===== src/rtl/serial_sub.sv =====
// Bit-serial subtractor: computes a - b one bit pair per cycle, LSB first,
// and reports the difference and final borrow with a one-cycle done pulse.
module serial_sub #(
   parameter int WIDTH = 8
) (
   input  logic             clk,
   input  logic             rst_n,
   input  logic             start,
   input  logic [WIDTH-1:0] a,
   input  logic [WIDTH-1:0] b,
   output logic [WIDTH-1:0] d,
   output logic             bout,
   output logic             busy,
   output logic             done
);

   // state | meaning
   // IDLE  | waiting for start; d/bout hold the last result
   // RUN   | one bit pair processed per cycle, WIDTH cycles
   // DONE  | result valid, done pulses for one cycle

   localparam int CW = $clog2(WIDTH) + 1;
   localparam logic [CW-1:0] LAST = CW'(WIDTH - 1);

   typedef enum logic [1:0] {
      IDLE = 2'd0,
      RUN  = 2'd1,
      DONE = 2'd2
   } state_t;

   state_t state;
   state_t state_next;

   logic [WIDTH-1:0] sh_a;
   logic [WIDTH-1:0] sh_b;
   logic [WIDTH-1:0] res;
   logic             br;
   logic [CW-1:0]    cnt;

   logic diff;
   logic br_next;
   logic last;

   assign diff    = sh_a[0] ^ sh_b[0] ^ br;
   assign br_next = (~sh_a[0] & sh_b[0]) | (~(sh_a[0] ^ sh_b[0]) & br);
   assign last    = (cnt == LAST);

   always_ff @(posedge clk or negedge rst_n) begin
      if (!rst_n) begin
         state <= IDLE;
      end else begin
         state <= state_next;
      end
   end

   always_comb begin
      state_next = state;
      busy       = 1'b0;
      done       = 1'b0;
      case (state)
         IDLE: begin
            if (start) begin
               state_next = RUN;
            end
         end
         RUN: begin
            busy = 1'b1;
            if (last) begin
               state_next = DONE;
            end
         end
         DONE: begin
            done       = 1'b1;
            state_next = IDLE;
         end
         default: begin
            state_next = IDLE;
         end
      endcase
   end

   // The result register is only touched in RUN, so it naturally holds the
   // finished difference through DONE and IDLE.
   always_ff @(posedge clk or negedge rst_n) begin
      if (!rst_n) begin
         sh_a <= '0;
         sh_b <= '0;
         res  <= '0;
         br   <= 1'b0;
         cnt  <= '0;
      end else begin
         if (state == IDLE && start) begin
            sh_a <= a;
            sh_b <= b;
            br   <= 1'b0;
            cnt  <= '0;
         end else if (state == RUN) begin
            sh_a <= sh_a >> 1;
            sh_b <= sh_b >> 1;
            res  <= {diff, res[WIDTH-1:1]};
            br   <= br_next;
            cnt  <= cnt + 1'b1;
         end
      end
   end

   assign d    = res;
   assign bout = br;

endmodule


===== config.mk =====
export PLATFORM = sky130hd
export DESIGN_NAME = serial_sub
export DESIGN_NICKNAME = d
export VERILOG_FILES = /design/src/rtl/serial_sub.sv
export SDC_FILE = /design/constraint.sdc
export NUM_CORES = 1
export LEC_CHECK = 0
export CAP_MARGIN = 10
export CORE_ASPECT_RATIO = 1.2
export CORE_MARGIN = 2
export CORE_UTILIZATION = 55
export CTS_BUF_LIST = sky130_fd_sc_hd__clkbuf_2
export DETAILED_ROUTE_END_ITERATION = 10
export PLACE_DENSITY = 0.91
export SLEW_MARGIN = 25
export SYNTH_ARGS = -nofsm -noshare
export SYNTH_HDL_FRONTEND = slang
export SYNTH_SLANG_ARGS = --single-unit

===== constraint.sdc =====
create_clock -name clk -period 2.35 [get_ports clk]
set_input_delay 0.235 -clock clk [delete_from_list [all_inputs] [get_ports clk]]
set_output_delay 0.235 -clock clk [all_outputs]
set_load 0.05 [all_outputs]

==> impl_results.md, run 1 <==
- Outcome: completed
- Seq cells post-synth: 31
- Number of routed nets with antenna violations: 0
- Core ar.: 0.00248 mm^2
- Slew Limit Fails: 0
- R2r endpoint: sh_a[0]
- Ys Warns: 0
- Via density: 5.56
- Syn Area/Cell: 10.3 um^2
- Slew margin rel.: 0.663
- Worst Setup EP: done
- Hold_ws: 0.225 ns
- Slowest CP cell: clkdlybuf4s50_1
- Worst path cell trace: nor2b_1 -> clkdlybuf4s50_1
- CP endpoint kind: output port
- Cell Pwr Density: 1390 mW/mm^2
- Design Power: 0.00239 W
- CTS tree: yes
- Setup slack, reg-to-reg: 0.83 ns
- Static leakage: 0.761 nW
- Net load switching power: 0.00110 W
- Reg power frac: 0.387
- Final WL: 2860 um
- Final Setup Violations: 0
- DRC: 0
- Via count of the routed design: 1118
- Area growth from synthesis to layout: 23.7%
- Commonest non-fill, non-tap cell in the layout: nand2_1
- CP Class: reg2out
- Clk pwr share: 0.105
- Worst setup margin: 0.150 ns
- Post-DR wirelength/cell: 14.2 um
- Worst-Margin Slew: 0.503 ns
- Nets: 188
- Required time worst endpoint: 2.12 ns
- Diodes inserted: 0
- Hold Crit Class: in2async
- Worst VDD drop: 0.000784 V
- Ports: 30
- Initial Util: 0.563
- Placement Rows: 20
- H-tree levels: 2
- PortBufs: 29
- Comb power frac: 0.508
- Detailed Routing Iterations Pass 1: 4
- Antenna violations before repair: 0
- Hold_buf cts: 0
- Sw frac: 0.462
- Count of cell types in the netlist: 28
- Pre-CTS setup slack: 0.591 ns
- Clock buffer depth: 2
- Post-CTS Setup Bufs: 0
- Vias in the first global route: 1088
- Global route overflow: 0
- Gp weighted congestion: 0.756
- Number of max-cap violations: 0
- Max incr delay on CP: 0.81 ns
- Achievable frequency: 454 MHz
- Reg clk slew, reported paths: 0.16 ns
- Tcrit/Tclk final: 0.936
- Worst r2r src: state[1]
- GRT Total Usage: 0.225
- Post-Route Utilization: 0.696
- CP Data Arrival Time: 1.97 ns
- Clock Latency Late Sink: 0.38 ns
- Root buffer cell: clkbuf_2
- Layout cells sized above 1: 0.0893
- EDFF count, synth: 0
- First-pass GRT wire length: 4790 um
- Tmin final: 2.20 ns
- Die footprint: 0.00296 mm^2
- Critical path origin: state[1]
- Final TNS setup: 0 ns
- Dpl hpwl: 2000 um
- Pint: 0.00129 W
- FFs w/ async S/R, synth: 1.00
- Synth Cell Area: 0.00140 mm^2
- Clk_skew: 0.0170 ns
- Cells on worst reg2reg path: 4
- Die Ht: 59.2 um
- Fin. Hold Viols: 0
- Top_reg_cell synth: dfrtp_1
- Initial drt markers: 21
- RSZ-0062 raised after global routing: no
- Most frequent cells in the layout: nand2_1, dfrtp_1, clkdlybuf4s50_1
- Largest net degree at the start of global routing: 32
- Post-Syn Nets: 157
- Worst-path fanout max: 13
- Mapped Cells: 136
- Crit start category: register
- CTS-repair resized insts: 0
- Die Wd: 50.0 um
- CTS Sinks: 31
- CTS buffer count: 5
- Register area share after synthesis: 0.556
how the worst min path moves through the flow:
stage          startpoint  endpoint  slack [ns]
6_report            rst_n    cnt[1]        0.23
3_3_place_gp         d[0]      d[0]        0.46
4_1_cts             rst_n      d[1]        0.21
5_1_grt             rst_n      d[1]        0.23
3_5_place_dp         d[0]      d[0]        0.46
2_1_floorplan       rst_n      bout       -0.06
cell type report:
| cell class | instances | area, um^2 |
|---|---|---|
| Tap cell | 33 | 41.3 |
| Clock buffer | 6 | 30.0 |
| Timing Repair Buffer | 32 | 323 |
| Fill cell | 195 | 752 |
| Sequential cell | 31 | 776 |
| Inverter | 3 | 11.3 |
| Multi-Input combinational cell | 94 | 537 |
| Clock inverter | 2 | 7.51 |
sequential cells by signal, indices dropped and copies added (netlist names):
| name | count |
|---|---|
| d | 8 |
| sh_a | 8 |
| sh_b | 8 |
| cnt | 4 |
| state | 2 |
| bout | 1 |
power by group through the flow:
stage / Clock (W) / Sequential [W] / Combinational (W)
2_1_floorplan: 0 / 0.00115 / 0.000682
3_3_place_gp: 0 / 0.000921 / 0.00117
3_5_place_dp: 0 / 0.000936 / 0.00123
4_1_cts: 0.000266 / 0.000926 / 0.00123
5_1_grt: 0.000286 / 0.000957 / 0.00133
6_report: 0.000251 / 0.000926 / 0.00122
layer usage:
metal  GRT usage  part of all wire  routed length [um]  up-vias
met4       0.103             0.019                  53        0
li1            -                 -                   -      535
met1       0.252              0.41                1160      544
met5           0                 0                   0        -
met2       0.387              0.52                1500       33
met3      0.0783             0.049                 141        6
cells in the mapped netlist (2+ instances only):
cell type / n / share of area
a21oi_1: 3 / 0.011
a22o_1: 2 / 0.013
a22oi_1: 15 / 0.081
buf_2: 2 / 0.0072
buf_4: 2 / 0.011
buf_6: 2 / 0.016
dfrtp_1: 31 / 0.56
inv_2: 2 / 0.0054
nand2_1: 38 / 0.10
nor2_1: 2 / 0.0054
nor2b_1: 4 / 0.018
o21ai_0: 12 / 0.043
o21ai_1: 6 / 0.022
through the flow:
| step | area [um^2] | std cells |
|---|---|---|
| global placement | 1690 | 193 |
| CTS | 1730 | 201 |
| floorplan | 1400 | 136 |
| detailed placement | 1690 | 193 |
| finish | 1730 | 201 |
| global route | 1730 | 201 |
worst max-delay path, delay by kind of cell, from the launching register on:
family | cells | cell delay (ns)
AND/OR/NAND/NOR | 1 | 0.19
flip-flops | 1 | 0.59
buffers and inverters | 1 | 0.81
logic make-up after synthesis:
| group | after synthesis | share of synthesized area |
|---|---|---|
| adders and majority gates | 2 | 0.0233 |
| AOI/OAI and AO/OA | 42 | 0.201 |
| buffers and inverters | 11 | 0.0592 |
| and+or+nand+nor | 49 | 0.153 |
| muxes | 1 | 0.00718 |
| DFF | 31 | 0.556 |
Note: power is estimated with default switching activity, not from simulation.
==> run 2: changes to the inputs <==
--- a/config.mk
+++ b/config.mk
@@ -11,4 +11,5 @@
 export CORE_UTILIZATION = 55
 export CTS_BUF_LIST = sky130_fd_sc_hd__clkbuf_2
+export CTS_CLUSTER_SIZE = 28
 export DETAILED_ROUTE_END_ITERATION = 10
 export PLACE_DENSITY = 0.91
==> constraint.sdc (replaced) <==
create_clock -name clk -period 2.35 [get_ports clk]
set_input_delay 0.235 -clock clk [delete_from_list [all_inputs] [get_ports clk]]
set_output_delay 0.235 -clock clk [all_outputs]
set_load 0.01 [all_outputs]
==> run 2 against run 1 <==
Net effect:
- sequential power up 3.2%
- first-iteration DRC count up 76%
- register-to-register slack got worse by 0.02 ns
- power decreased by 11%
- count of clock-buffer cells in the layout rose by 1
- fmax grew 1.2%
- core utilization fell by 0.25 points
- critical endpoint is now busy
- highest routed layer unchanged
==> impl_results.md, run 2 (synthesis results as in run 1) <==
- Required time worst endpoint: 2.12 ns
- Core ar.: 0.00248 mm^2
- CTS-repair resized insts: 0
- Antenna violations before repair: 0
- Register Area: 777 um^2
- Slew Limit Fails: 0
- Worst VDD drop: 0.000689 V
- Ports: 30
- Root buffer cell: clkbuf_2
- Number of routed nets with antenna violations: 0
- Post-CTS Setup Bufs: 0
- Die Ht: 59.2 um
- Global route overflow: 0
- Largest net degree at the start of global routing: 32
- Fin. Hold Viols: 0
- Clk_skew: 0.0106 ns
- Area growth from synthesis to layout: 23.2%
- Most frequent cells in the layout: nand2_1, dfrtp_1, clkdlybuf4s50_1
- PortBufs: 29
- Clock Latency Late Sink: 0.36 ns
- DRC: 0
- Final TNS setup: 0 ns
- CP endpoint kind: output port
- Slew margin rel.: 0.691
- Die Wd: 50.0 um
- Design Area, Final: 0.00172 mm^2
- RSZ-0062 raised after global routing: no
- Static leakage: 0.760 nW
- Cell Pwr Density: 1240 mW/mm^2
- Layout cells sized above 1: 0.101
- Initial drt markers: 37
- CTS buffer count: 5
- Clock buffer depth: 2
- Dpl hpwl: 2010 um
- Worst-path fanout max: 14
- H-tree levels: 2
- Post-DR wirelength/cell: 14.4 um
- Nets: 188
- GRT Total Usage: 0.218
- Placement Rows: 20
- Final Setup Violations: 0
- Commonest non-fill, non-tap cell in the layout: nand2_1
- Worst-Margin Slew: 0.462 ns
- First-pass GRT wire length: 4630 um
- Outcome: completed
- CTS Sinks: 31
- CP Class: reg2out
- Die footprint: 0.00296 mm^2
- Gp weighted congestion: 0.743
- CP Data Arrival Time: 1.94 ns
- Fill count: 204
- Tcrit/Tclk final: 0.925
- Via density: 5.52
- Hold Crit Class: in2async
- Reg clk slew, reported paths: 0.15 ns
- Tmin final: 2.17 ns
- Crit start category: register
- Final WL: 2900 um
- Via count of the routed design: 1110
- Achievable frequency: 460 MHz
- Placed cell area: 0.00168 mm^2
- Initial Util: 0.563
- CTS tree: yes
- Multi-input gate area: 537 um^2
- Detailed Routing Iterations Pass 1: 4
- Hold_buf cts: 0
- Diodes inserted: 0
- Number of max-cap violations: 0
- Vias in the first global route: 1066
==> run 2: final timing paths <==
kind	slack, ns	startpoint	endpoint	cells after the start
setup / recovery	0.18	state[0]	busy	3
hold / removal	0.24	rst_n	d[1]	2
setup reg to reg	0.81	state[0]	cnt[3]	4
hold reg to reg	0.50	d[0]	d[0]	2
max in group asynchronous	1.82	rst_n	state[0]	2
min in group clk	0.50	d[0]	d[0]	2
==> run 2: metal layers <==
layer,track usage,part of all wire,up-vias,wire (um)
li1,-,-,528,-
met1,0.233,0.40,534,1150
met2,0.383,0.54,43,1560
met3,0.0707,0.049,5,141
met5,0,0,-,0
met4,0.119,0.020,0,57
==> run 2: area by class of cell <==
cell class	count	share of cell area
flip-flops and latches	31	0.452
multi-input cells	94	0.312
repair buffers	32	0.182
well taps	33	0.0240
clock buffers	7	0.0204
inverters	3	0.00655
clock inverters	1	0.00291
==> run 2: stage by stage <==
stage | power, W | hold slack [ns] | util | worst slack, ns | cells
after detailed placement | 0.00189 | 0.466 | 0.677 | 0.429 | 193
after global routing | 0.00228 | 0.234 | 0.694 | 0.0654 | 201
final | 0.00213 | 0.238 | 0.694 | 0.176 | 201
after floorplan | 0.00158 | -0.0606 | - | 1.19 | 136
after global placement | 0.00182 | 0.464 | 0.677 | 0.502 | 193
after CTS | 0.00214 | 0.235 | 0.693 | 0.00708 | 201
==> run 2: power breakdown <==
| group | switching (W) | internal (W) | total [W] |
|---|---|---|---|
| Sequential | 0.000196 | 0.000760 | 0.000956 |
| Combinational | 0.000483 | 0.000441 | 0.000923 |
| Clock | 0.000174 | 0.0000812 | 0.000255 |
| Total | 0.000853 | 0.00128 | 0.00213 |
==> run 2: critical path, cell delays in order, from the launching register on <==
cell             delay (ns)
dfrtp_2                0.55
nand2b_2               0.22
inv_2                  0.23
clkdlybuf4s50_1        0.58
